### src/rtl/gate_pkg.sv
// Shared types and helpers for the gate_fold_pipe unit.
// Op encoding, gate families and fold FSM states.
package gate_pkg;

    localparam int OP_WIDTH = 3;

    typedef enum logic [OP_WIDTH-1:0] {
        OP_AND  = 3'd0,
        OP_NAND = 3'd1,
        OP_OR   = 3'd2,
        OP_NOR  = 3'd3,
        OP_XOR  = 3'd4,
        OP_XNOR = 3'd5,
        OP_RSV6 = 3'd6,
        OP_RSV7 = 3'd7
    } op_t;

    typedef enum logic [1:0] {
        FAM_AND,
        FAM_OR,
        FAM_XOR,
        FAM_NONE
    } fam_t;

    typedef enum logic {
        FOLD_IDLE,
        FOLD_ACCUM
    } fold_state_t;

    function automatic logic is_inverting(op_t op);
        return (op == OP_NAND) || (op == OP_NOR) || (op == OP_XNOR);
    endfunction

    function automatic fam_t base_family(op_t op);
        fam_t f;
        unique case (op)
            OP_AND, OP_NAND: f = FAM_AND;
            OP_OR, OP_NOR:   f = FAM_OR;
            OP_XOR, OP_XNOR: f = FAM_XOR;
            default:         f = FAM_NONE;
        endcase
        return f;
    endfunction

endpackage

### src/rtl/gate_fold_pipe_if.sv
// Valid/ready beat interface of gate_fold_pipe.
// slave is the DUT view, master the producer/consumer view.
interface gate_fold_pipe_if
    import gate_pkg::*;
#(
    parameter int WIDTH      = 4,
    parameter int NUM_INPUTS = 2
);
    logic                        in_valid;
    logic                        in_ready;
    logic [NUM_INPUTS*WIDTH-1:0] in_data;
    logic [OP_WIDTH-1:0]         in_op;
    logic                        in_last;
    logic                        out_valid;
    logic                        out_ready;
    logic [WIDTH-1:0]            out_data;
    logic                        out_last;

    modport slave (
        input  in_valid, in_data, in_op, in_last, out_ready,
        output in_ready, out_valid, out_data, out_last
    );

    modport master (
        output in_valid, in_data, in_op, in_last, out_ready,
        input  in_ready, out_valid, out_data, out_last
    );
endinterface

### src/rtl/gate_bitwise_core.sv
// Combinational multi-lane gate: base result g and final result.
// Reserved ops give zero for both.
module gate_bitwise_core
    import gate_pkg::*;
#(
    parameter int WIDTH      = 4,
    parameter int NUM_INPUTS = 2
) (
    input  logic [NUM_INPUTS*WIDTH-1:0] lanes,
    input  op_t                         op,
    output logic [WIDTH-1:0]            g,
    output logic [WIDTH-1:0]            res
);
    logic [WIDTH-1:0] r_and;
    logic [WIDTH-1:0] r_or;
    logic [WIDTH-1:0] r_xor;

    // Reduce all lanes under each family at once.
    always_comb begin
        r_and = '1;
        r_or  = '0;
        r_xor = '0;
        for (int i = 0; i < NUM_INPUTS; i++) begin
            r_and = r_and & lanes[i*WIDTH +: WIDTH];
            r_or  = r_or  | lanes[i*WIDTH +: WIDTH];
            r_xor = r_xor ^ lanes[i*WIDTH +: WIDTH];
        end
    end

    // Pick the family and apply output inversion.
    always_comb begin
        g = '0;
        unique case (base_family(op))
            FAM_AND: g = r_and;
            FAM_OR:  g = r_or;
            FAM_XOR: g = r_xor;
            default: g = '0;
        endcase
        res = is_inverting(op) ? ~g : g;
    end
endmodule

### src/rtl/gate_fold_pipe.sv
// Two-stage bubbled gate pipeline with optional burst fold.
// Fold FSM and accumulator exist only with GATE_FOLD_EN defined.
module gate_fold_pipe
    import gate_pkg::*;
#(
    parameter int                    WIDTH        = 4,
    parameter int                    NUM_INPUTS   = 2,
    parameter logic [NUM_INPUTS-1:0] BUBBLES_MASK = '0
) (
    input logic             clk,
    input logic             rst_n,
    gate_fold_pipe_if.slave bus
);
    localparam int LW = NUM_INPUTS * WIDTH;

    logic [LW-1:0]    bubble_vec;
    logic             s1_valid_q, s1_valid_d;
    logic [LW-1:0]    s1_lanes_q, s1_lanes_d;
    op_t              s1_op_q, s1_op_d;
    logic             s1_last_q, s1_last_d;
    logic             out_valid_q, out_valid_d;
    logic [WIDTH-1:0] out_data_q, out_data_d;
    logic             out_last_q, out_last_d;
    logic             s2_free;
    logic             s1_move;
    logic             in_fire;
    op_t              core_op;
    logic [WIDTH-1:0] core_g;
    logic [WIDTH-1:0] core_res;

`ifdef GATE_FOLD_EN
    fold_state_t      state_q, state_d;
    logic [WIDTH-1:0] acc_q, acc_d;
    op_t              acc_op_q, acc_op_d;
    logic [WIDTH-1:0] acc_fold;
    logic [WIDTH-1:0] fold_res;

    // Later beats of a burst reuse the op latched on the first.
    assign core_op = (state_q == FOLD_ACCUM) ? acc_op_q : s1_op_q;
`else
    assign core_op = s1_op_q;
`endif

    // Spread each lane's bubble bit across the lane width.
    always_comb begin
        bubble_vec = '0;
        for (int i = 0; i < NUM_INPUTS; i++) begin
            bubble_vec[i*WIDTH +: WIDTH] = {WIDTH{BUBBLES_MASK[i]}};
        end
    end

    assign s2_free      = ~out_valid_q | bus.out_ready;
    assign s1_move      = s1_valid_q & s2_free;
    assign bus.in_ready = rst_n & (~s1_valid_q | s2_free);
    assign in_fire      = bus.in_valid & bus.in_ready;

    assign bus.out_valid = out_valid_q;
    assign bus.out_data  = out_data_q;
    assign bus.out_last  = out_last_q;

    gate_bitwise_core #(
        .WIDTH      (WIDTH),
        .NUM_INPUTS (NUM_INPUTS)
    ) u_core (
        .lanes (s1_lanes_q),
        .op    (core_op),
        .g     (core_g),
        .res   (core_res)
    );

    // Stage 1: capture bubbled lanes, op and last.
    always_comb begin
        s1_valid_d = s1_valid_q;
        s1_lanes_d = s1_lanes_q;
        s1_op_d    = s1_op_q;
        s1_last_d  = s1_last_q;
        if (in_fire) begin
            s1_valid_d = 1'b1;
            s1_lanes_d = bus.in_data ^ bubble_vec;
            s1_op_d    = op_t'(bus.in_op);
            s1_last_d  = bus.in_last;
        end else if (s1_move) begin
            s1_valid_d = 1'b0;
        end
    end

`ifdef GATE_FOLD_EN
    // Fold the new base result into the accumulator.
    always_comb begin
        acc_fold = '0;
        unique case (base_family(acc_op_q))
            FAM_AND: acc_fold = acc_q & core_g;
            FAM_OR:  acc_fold = acc_q | core_g;
            FAM_XOR: acc_fold = acc_q ^ core_g;
            default: acc_fold = '0;
        endcase
        fold_res = is_inverting(acc_op_q) ? ~acc_fold : acc_fold;
    end
`endif

    // Stage 2: output register and fold next-state.
    always_comb begin
        out_valid_d = out_valid_q & ~bus.out_ready;
        out_data_d  = out_data_q;
        out_last_d  = out_last_q;
`ifdef GATE_FOLD_EN
        state_d  = state_q;
        acc_d    = acc_q;
        acc_op_d = acc_op_q;
        if (s1_move) begin
            unique case (state_q)
                FOLD_IDLE: begin
                    if (s1_last_q) begin
                        out_valid_d = 1'b1;
                        out_data_d  = core_res;
                        out_last_d  = 1'b1;
                    end else begin
                        state_d  = FOLD_ACCUM;
                        acc_d    = core_g;
                        acc_op_d = s1_op_q;
                    end
                end
                FOLD_ACCUM: begin
                    if (s1_last_q) begin
                        out_valid_d = 1'b1;
                        out_data_d  = fold_res;
                        out_last_d  = 1'b1;
                        state_d     = FOLD_IDLE;
                        acc_d       = '0;
                    end else begin
                        acc_d = acc_fold;
                    end
                end
                default: state_d = FOLD_IDLE;
            endcase
        end
`else
        if (s1_move) begin
            out_valid_d = 1'b1;
            out_data_d  = core_res;
            out_last_d  = s1_last_q;
        end
`endif
    end

    // Pipeline registers.
    always_ff @(posedge clk or negedge rst_n) begin
        if (!rst_n) begin
            s1_valid_q  <= 1'b0;
            s1_lanes_q  <= '0;
            s1_op_q     <= OP_AND;
            s1_last_q   <= 1'b0;
            out_valid_q <= 1'b0;
            out_data_q  <= '0;
            out_last_q  <= 1'b0;
        end else begin
            s1_valid_q  <= s1_valid_d;
            s1_lanes_q  <= s1_lanes_d;
            s1_op_q     <= s1_op_d;
            s1_last_q   <= s1_last_d;
            out_valid_q <= out_valid_d;
            out_data_q  <= out_data_d;
            out_last_q  <= out_last_d;
        end
    end

`ifdef GATE_FOLD_EN
    // Fold state register.
    always_ff @(posedge clk or negedge rst_n) begin
        if (!rst_n) begin
            state_q  <= FOLD_IDLE;
            acc_q    <= '0;
            acc_op_q <= OP_AND;
        end else begin
            state_q  <= state_d;
            acc_q    <= acc_d;
            acc_op_q <= acc_op_d;
        end
    end
`endif
endmodule

### src/flat_wrapper.sv
// flat-port wrapper written by rule: the top's interface ports become plain ports
module gate_fold_pipe_flat import gate_pkg::*;
#(
    parameter int                    WIDTH        = 4,
    parameter int                    NUM_INPUTS   = 2,
    parameter logic [NUM_INPUTS-1:0] BUBBLES_MASK = '0
)
  (clk, rst_n, bus_in_valid, bus_in_data, bus_in_op, bus_in_last, bus_out_ready, bus_in_ready, bus_out_valid, bus_out_data, bus_out_last);
  gate_fold_pipe_if #(.WIDTH(WIDTH), .NUM_INPUTS(NUM_INPUTS)) bus_i ();
  input logic clk;
  input logic rst_n;
  input wire logic [$bits(bus_i.in_valid)-1:0] bus_in_valid;
  input wire logic [$bits(bus_i.in_data)-1:0] bus_in_data;
  input wire logic [$bits(bus_i.in_op)-1:0] bus_in_op;
  input wire logic [$bits(bus_i.in_last)-1:0] bus_in_last;
  input wire logic [$bits(bus_i.out_ready)-1:0] bus_out_ready;
  output wire logic [$bits(bus_i.in_ready)-1:0] bus_in_ready;
  output wire logic [$bits(bus_i.out_valid)-1:0] bus_out_valid;
  output wire logic [$bits(bus_i.out_data)-1:0] bus_out_data;
  output wire logic [$bits(bus_i.out_last)-1:0] bus_out_last;
  assign bus_i.in_valid = bus_in_valid;
  assign bus_i.in_data = bus_in_data;
  assign bus_i.in_op = bus_in_op;
  assign bus_i.in_last = bus_in_last;
  assign bus_i.out_ready = bus_out_ready;
  assign bus_in_ready = bus_i.in_ready;
  assign bus_out_valid = bus_i.out_valid;
  assign bus_out_data = bus_i.out_data;
  assign bus_out_last = bus_i.out_last;
  gate_fold_pipe #(.WIDTH(WIDTH), .NUM_INPUTS(NUM_INPUTS), .BUBBLES_MASK(BUBBLES_MASK)) u_core (.clk(clk), .rst_n(rst_n), .bus(bus_i));
endmodule
### config.mk
export PLATFORM = sky130hd
export DESIGN_NAME = gate_fold_pipe_flat
export DESIGN_NICKNAME = d
export VERILOG_FILES = /design/src/rtl/gate_pkg.sv /design/src/rtl/gate_fold_pipe_if.sv /design/src/rtl/gate_bitwise_core.sv /design/src/rtl/gate_fold_pipe.sv /design/src/flat_wrapper.sv
export SDC_FILE = /design/constraint.sdc
export NUM_CORES = 1
export LEC_CHECK = 0
export BUFFER_PORTS_ARGS = -buffer_cell sky130_fd_sc_hd__buf_2
export CAP_MARGIN = 20
export CORE_MARGIN = 2
export CORE_UTILIZATION = 50
export CTS_CLUSTER_DIAMETER = 100
export CTS_CLUSTER_SIZE = 20
export DETAILED_ROUTE_END_ITERATION = 7
export GPL_ROUTABILITY_DRIVEN = 0
export GPL_TIMING_DRIVEN = 1
export HOLD_SLACK_MARGIN = 0.08
export PLACE_DENSITY_LB_ADDON = 0.2
export SKIP_LAST_GASP = 1
export SYNTH_ARGS = -nofsm -noshare
export SYNTH_HDL_FRONTEND = slang
export SYNTH_HIERARCHICAL = 1
export SYNTH_SLANG_ARGS = --single-unit
### constraint.sdc
create_clock -name clk -period 2.1 [get_ports clk]
set_input_delay 0.42 -clock clk [delete_from_list [all_inputs] [get_ports clk]]
set_output_delay 0.42 -clock clk [all_outputs]
set_load 0.02 [all_outputs]
==> metrics, run 1 <==
setup clock skew after layout=0.00618 ns; IR drop worst, VDD=~0.46 mV; PD cells=887 mW/mm^2; total of cells resized after clock tree synthesis=0; largest buffer count on any clock path=2; number of top-level pins=23; share of total power in sequential cells=46.4%; worst min-delay path class=input pin to asynchronous set/reset pin; number of post-CTS setup repair buffers=0; GRT overflow=0; buffers added on ports=22; count of clock tree sinks=19; area enclosed by the die boundary=0.00264 mm^2; Clock power frac=16.2%; maximum net fanout on the critical path=3; Slew HR=between 60% and 70%; switching power=around 0.00038 W; switching share of power=34.1%; pre-CTS setup slack=0.499 ns; Period Utilization, post-route=72.6%; number of max-capacitance violations reported=0; # diodes=0; Post-Synthesis Net Count=115; starting utilization of the core area=51.7%; post-synthesis instance area=0.00112 mm^2; final layout net count=~140; area of the placeable core=0.00217 mm^2; CP peak stage delay=around 0.42 ns; post-route setup TNS=0 ns; TritonCTS clock tree=yes; required time of the critical path=1.68 ns; tightest hold margin=0.0891 ns; data arrival time of the critical path=1.10 ns; Final setup violation count=0; synthesized area per cell=12.3 um^2; width of the die=between 50 and 60 um; Final Max Tran Viols=0; initial detailed-routing violation count=6; Tightest Pin Transition=0.567 ns; DRT Pass-1 Iters=4; number of remaining DRC errors=0; buffer type at the clock tree root=clkbuf_4; pin count of the biggest net entering global routing=21; run status=finished clean; via count of the first global-routing pass=~650; mean routed wirelength per cell=11.6 um; Placement Rows=17; number of cells in the design after placement=138; critical path type=flip-flop to output port; crit end category=output port; antenna violations before repair=0; number of H-tree branching levels=1; detailed placer's ending HPWL=between 1000 and 1500 um; kind of launch point of the worst setup path=flip-flop; final worst-path setup slack=0.575 ns; final cell utilization of the core=58.1%; combinational cell fraction of total power=between 30% and 40%; ordered list of cells on the worst path=nand3b_4, and2_1, buf_2; final cell count without fillers=approximately 140; area grow syn2layout=12.4%; Routed Wire Length=1640 um; wire length of the first global-routing pass=2930 um; Pleak=around 0.68 nW; ratio of routed vias to standard cells=4.79; cell-internal power=0.000737 W; total of hold buffers inserted after clock tree synthesis=0; clock latency on the worst-skew pair=0.29 ns; Reg clk slew, reported paths=0.11 ns; fraction of layout instances using a drive strength above 1=40.4%; Die Height=51.4 um; number of hold violations in the final report=0; Yosys warning count=6; Total GRT Usage=15.4%; unrepaired setup endpoints after global routing=false; Mapped Cells=91; vias after detailed routing=680; total CTS buffers=3; number of nets still failing antenna checks after routing=0; Crit-path slowest cell=dfrtp_1; post-route minimum period=1.52 ns; maximum clock frequency=656 MHz
==> layout by cell type, fill, tap and decap left out, types with 3 or more instances in the layout <==
master	n
a22oi_1	4
xor2_1	8
ha_1	8
inv_1	8
nand2_1	11
clkbuf_4	3
xnor2_1	4
dfrtp_1	19
mux2_2	7
buf_2	22
mux2_4	10
==> worst paths after layout <==
check                                     startpoint                     end  slack (ns)  cells after the start
worst min-delay path                           rst_n    u_core/s1_lanes_q[3]        0.09                      2
min in group clk                      bus_in_data[0]    u_core/s1_lanes_q[0]        0.35                      2
worst max-delay path            u_core/bus.out_valid            bus_in_ready        0.58                      3
worst min register to register   u_core/bus.out_last     u_core/bus.out_last        0.51                      1
worst max register to register     u_core/core_op[0]  u_core/bus.out_data[3]        0.59                      4
max in group asynchronous                      rst_n       u_core/s1_valid_q        1.81                      2
==> registers in the layout, summed over array words and instances (netlist names) <==
signal                cells
u_core/s1_valid_q         1
u_core/bus.out_last       1
u_core/bus.out_data       4
u_core/bus.out_valid      1
u_core/s1_last_q          1
u_core/core_op            3
u_core/s1_lanes_q         8
==> per-stage QoR <==
stage	instance area, um^2	total power, W
3_3_place_gp	1230	0.000932
4_1_cts	1260	0.00114
2_1_floorplan	1120	0.000849
6_report	1260	0.00112
5_1_grt	1260	0.00121
3_5_place_dp	1230	0.000950
==> routing by layer <==
metal	track usage [%]	routed length, um
met3	2.63	87
met1	20.2	748
met2	24.2	789
met4	7.89	17
met5	0	0
==> critical path: cells and delay by family (launching register included) <==
family                 cells  cell delay (ns)
flip-flops                 1             0.42
AND/OR/NAND/NOR            2             0.25
buffers and inverters      1             0.15
==> layout make-up <==
cell class	instances	area, um^2
fillers	204	910
clock buffers	3	22.5
flip-flops and latches	19	475
repair buffers	23	118
multi-input cells	60	574
well taps	28	35.0
inverters	8	30.0
clock inverters	1	5.00
==> power by group through the flow <==
stage                     clock (W)  combinational, W  sequential (W)
after floorplan                   0          0.000289        0.000560
after global routing       0.000213          0.000464        0.000538
after global placement            0          0.000410        0.000522
final                      0.000181          0.000419        0.000518
after CTS                  0.000194          0.000423        0.000520
after detailed placement          0          0.000422        0.000527
Note: power is estimated with default switching activity, not from simulation.
==> inputs of run 2 (changes only) <==
--- a/config.mk
+++ b/config.mk
@@ -8,7 +8,7 @@
 export BUFFER_PORTS_ARGS = -buffer_cell sky130_fd_sc_hd__buf_2
 export CAP_MARGIN = 20
 export CORE_MARGIN = 2
-export CORE_UTILIZATION = 50
+export CORE_UTILIZATION = 49
 export CTS_CLUSTER_DIAMETER = 100
 export CTS_CLUSTER_SIZE = 20
 export DETAILED_ROUTE_END_ITERATION = 7
==> constraint.sdc (replaced) <==
create_clock -name clk -period 1.38 [get_ports clk]
set_input_delay 0.276 -clock clk [delete_from_list [all_inputs] [get_ports clk]]
set_output_delay 0.276 -clock clk [all_outputs]
set_load 0.02 [all_outputs]
==> metrics, run 2 (synthesized netlist as in run 1, its figures left out) <==
startpoint of the worst-slack reg-to-reg timing path=u_core/s1_lanes_q[7]; Final setup violation count=1; final worst-path setup slack=-0.00745 ns; maximum clock frequency=around 720 MHz; DRT Pass-1 Iters=4; most common cell after layout, fill and taps aside=buf_2; Tightest Pin Transition=between 0.3 and 0.4 ns; number of hold violations in the final report=0; number of nets still failing antenna checks after routing=0; kind of launch point of the worst setup path=flip-flop; via count of the first global-routing pass=713; PD cells=1310 mW/mm^2; IR drop worst, VDD=0.809 mV; number of cells in the design after placement=140; largest buffer count on any clock path=2; Placement Rows=17; run status=finished, violations left; final layout net count=152; hold path startpoint=bus_in_data[6]; total CTS buffers=3; start point of the critical path=u_core/s1_lanes_q[7]; Period Utilization, post-route=101%; buffer type at the clock tree root=clkbuf_4; pin count of the biggest net entering global routing=20; violations in the final reports=negative setup slack; number of H-tree branching levels=1; starting utilization of the core area=51.2%; Reg clk slew, reported paths=approximately 0.11 ns; Final Total Pwr=0.00189 W; initial detailed-routing violation count=26; GRT overflow=0; critical path type=flip-flop to flip-flop; top library cells by usage in the layout, fill and taps aside=21 x buf_2, 19 x dfrtp_1, 13 x mux2_4; number of remaining DRC errors=0; setup clock skew after layout=0.000688 ns; max FFs per register=8; Pleak=0.756 nW; detailed placer's ending HPWL=approximately 1300 um; clock latency on the worst-skew pair=0.29 ns; TritonCTS clock tree=yes; Slew HR=79.5%; data arrival time of the critical path=1.58 ns; final cell count without fillers=155; worst min-delay path class=input pin to flip-flop; buffers added on ports=22; mean routed wirelength per cell=roughly 12 um; number of max-capacitance violations reported=0; area grow syn2layout=29.0%; wire length of the first global-routing pass=2990 um; fill cell total of the finished layout=177; # diodes=0; register with the most flip-flops=u_core/s1_lanes_q; antenna violations before repair=0; area of the placeable core=0.00219 mm^2; Final Max Tran Viols=0; Routed Wire Length=roughly 1900 um; crit end category=flip-flop; width of the die=roughly 52 um; unrepaired setup endpoints after global routing=true; fraction of layout instances using a drive strength above 1=52.8%; maximum net fanout on the critical path=3; number of top-level pins=23; Die Height=51.8 um; vias after detailed routing=between 700 and 800; area enclosed by the die boundary=0.00269 mm^2; required time of the critical path=1.57 ns; ratio of routed vias to standard cells=roughly 4.8; count of clock tree sinks=19; Total GRT Usage=15.8%; post-route minimum period=about 1.4 ns
==> run 2: cell count changes in the layout (fill, tap and decap cells not counted), moves of 2 or more <==
cell,before,now
ha_2,0,2
ha_1,8,3
buf_4,1,11
ha_4,0,3
mux2_4,10,13
buf_12,0,2
inv_1,8,4
mux2_2,7,4
inv_2,0,4
==> run 2: stage by stage <==
stage / hold WS (ns) / utilization (%) / cell area (um^2) / worst slack [ns] / setup TNS (ns)
after floorplan: -0.0196 / - / 1120 / 0.0481 / 0
after global placement: 0.278 / 58.1 / 1270 / 0.0253 / 0
after detailed placement: 0.282 / 58.1 / 1270 / -0.00207 / -0.00207
after CTS: 0.181 / 62.0 / 1360 / -0.0169 / -0.0169
after global routing: 0.193 / 66.0 / 1450 / -0.0930 / -0.270
final: 0.203 / 66.0 / 1450 / -0.00745 / -0.00745
==> run 2: final timing paths <==
check                      slack [ns]                      to  cells after the start
setup / recovery               -0.007  u_core/bus.out_data[3]                      6
hold / removal                   0.20    u_core/s1_lanes_q[6]                      2
setup reg to reg               -0.007  u_core/bus.out_data[3]                      6
hold reg to reg                  0.51  u_core/bus.out_data[3]                      1
max in group asynchronous        0.70    u_core/s1_lanes_q[7]                      3
min in group asynchronous        0.49    u_core/bus.out_valid                      3
==> run 2: routing by layer <==
| layer | track usage, % | share of wire, % | wire length (um) |
|---|---|---|---|
| met1 | 18.7 | 44 | 838 |
| met2 | 26.4 | 50 | 954 |
| met3 | 2.59 | 5.0 | 95 |
| met4 | 10.5 | 0.89 | 17 |
| met5 | 0 | 0 | 0 |
==> run 2: power breakdown <==
part / leakage, nW / internal, W / switching [W]
Clock: 0.0150 / 0.000112 / 0.000169
Combinational: 0.514 / 0.000461 / 0.000371
Sequential: 0.227 / 0.000684 / 0.0000907
==> run 2: worst max-delay path, stage by stage (launching register included) <==
cell,delay [ns]
dfrtp_1,0.39
inv_1,0.08
ha_4,0.16
xnor2_1,0.13
a22oi_1,0.18
nand2_1,0.08
mux2_4,0.26
==> run 2: area by class of cell <==
cell class | count | area (um^2) | share of cell area, %
Multi-Input combinational cell | 60 | 631 | 43.6
Clock buffer | 4 | 26.3 | 1.82
Timing Repair Buffer | 36 | 249 | 17.2
Sequential cell | 19 | 475 | 32.9
Tap cell | 28 | 35.0 | 2.42
Inverter | 8 | 30.0 | 2.08
==> run 2: repair_timing <==
action | 4_1_cts | 5_1_grt
hold buffers | 1 | 0
hold endpoints to repair | 19 | 0
setup endpoints to repair | 4 | 5
resized for setup | 4 | 14
buffers inserted | 5 | 5
pin swaps | 1 | 12
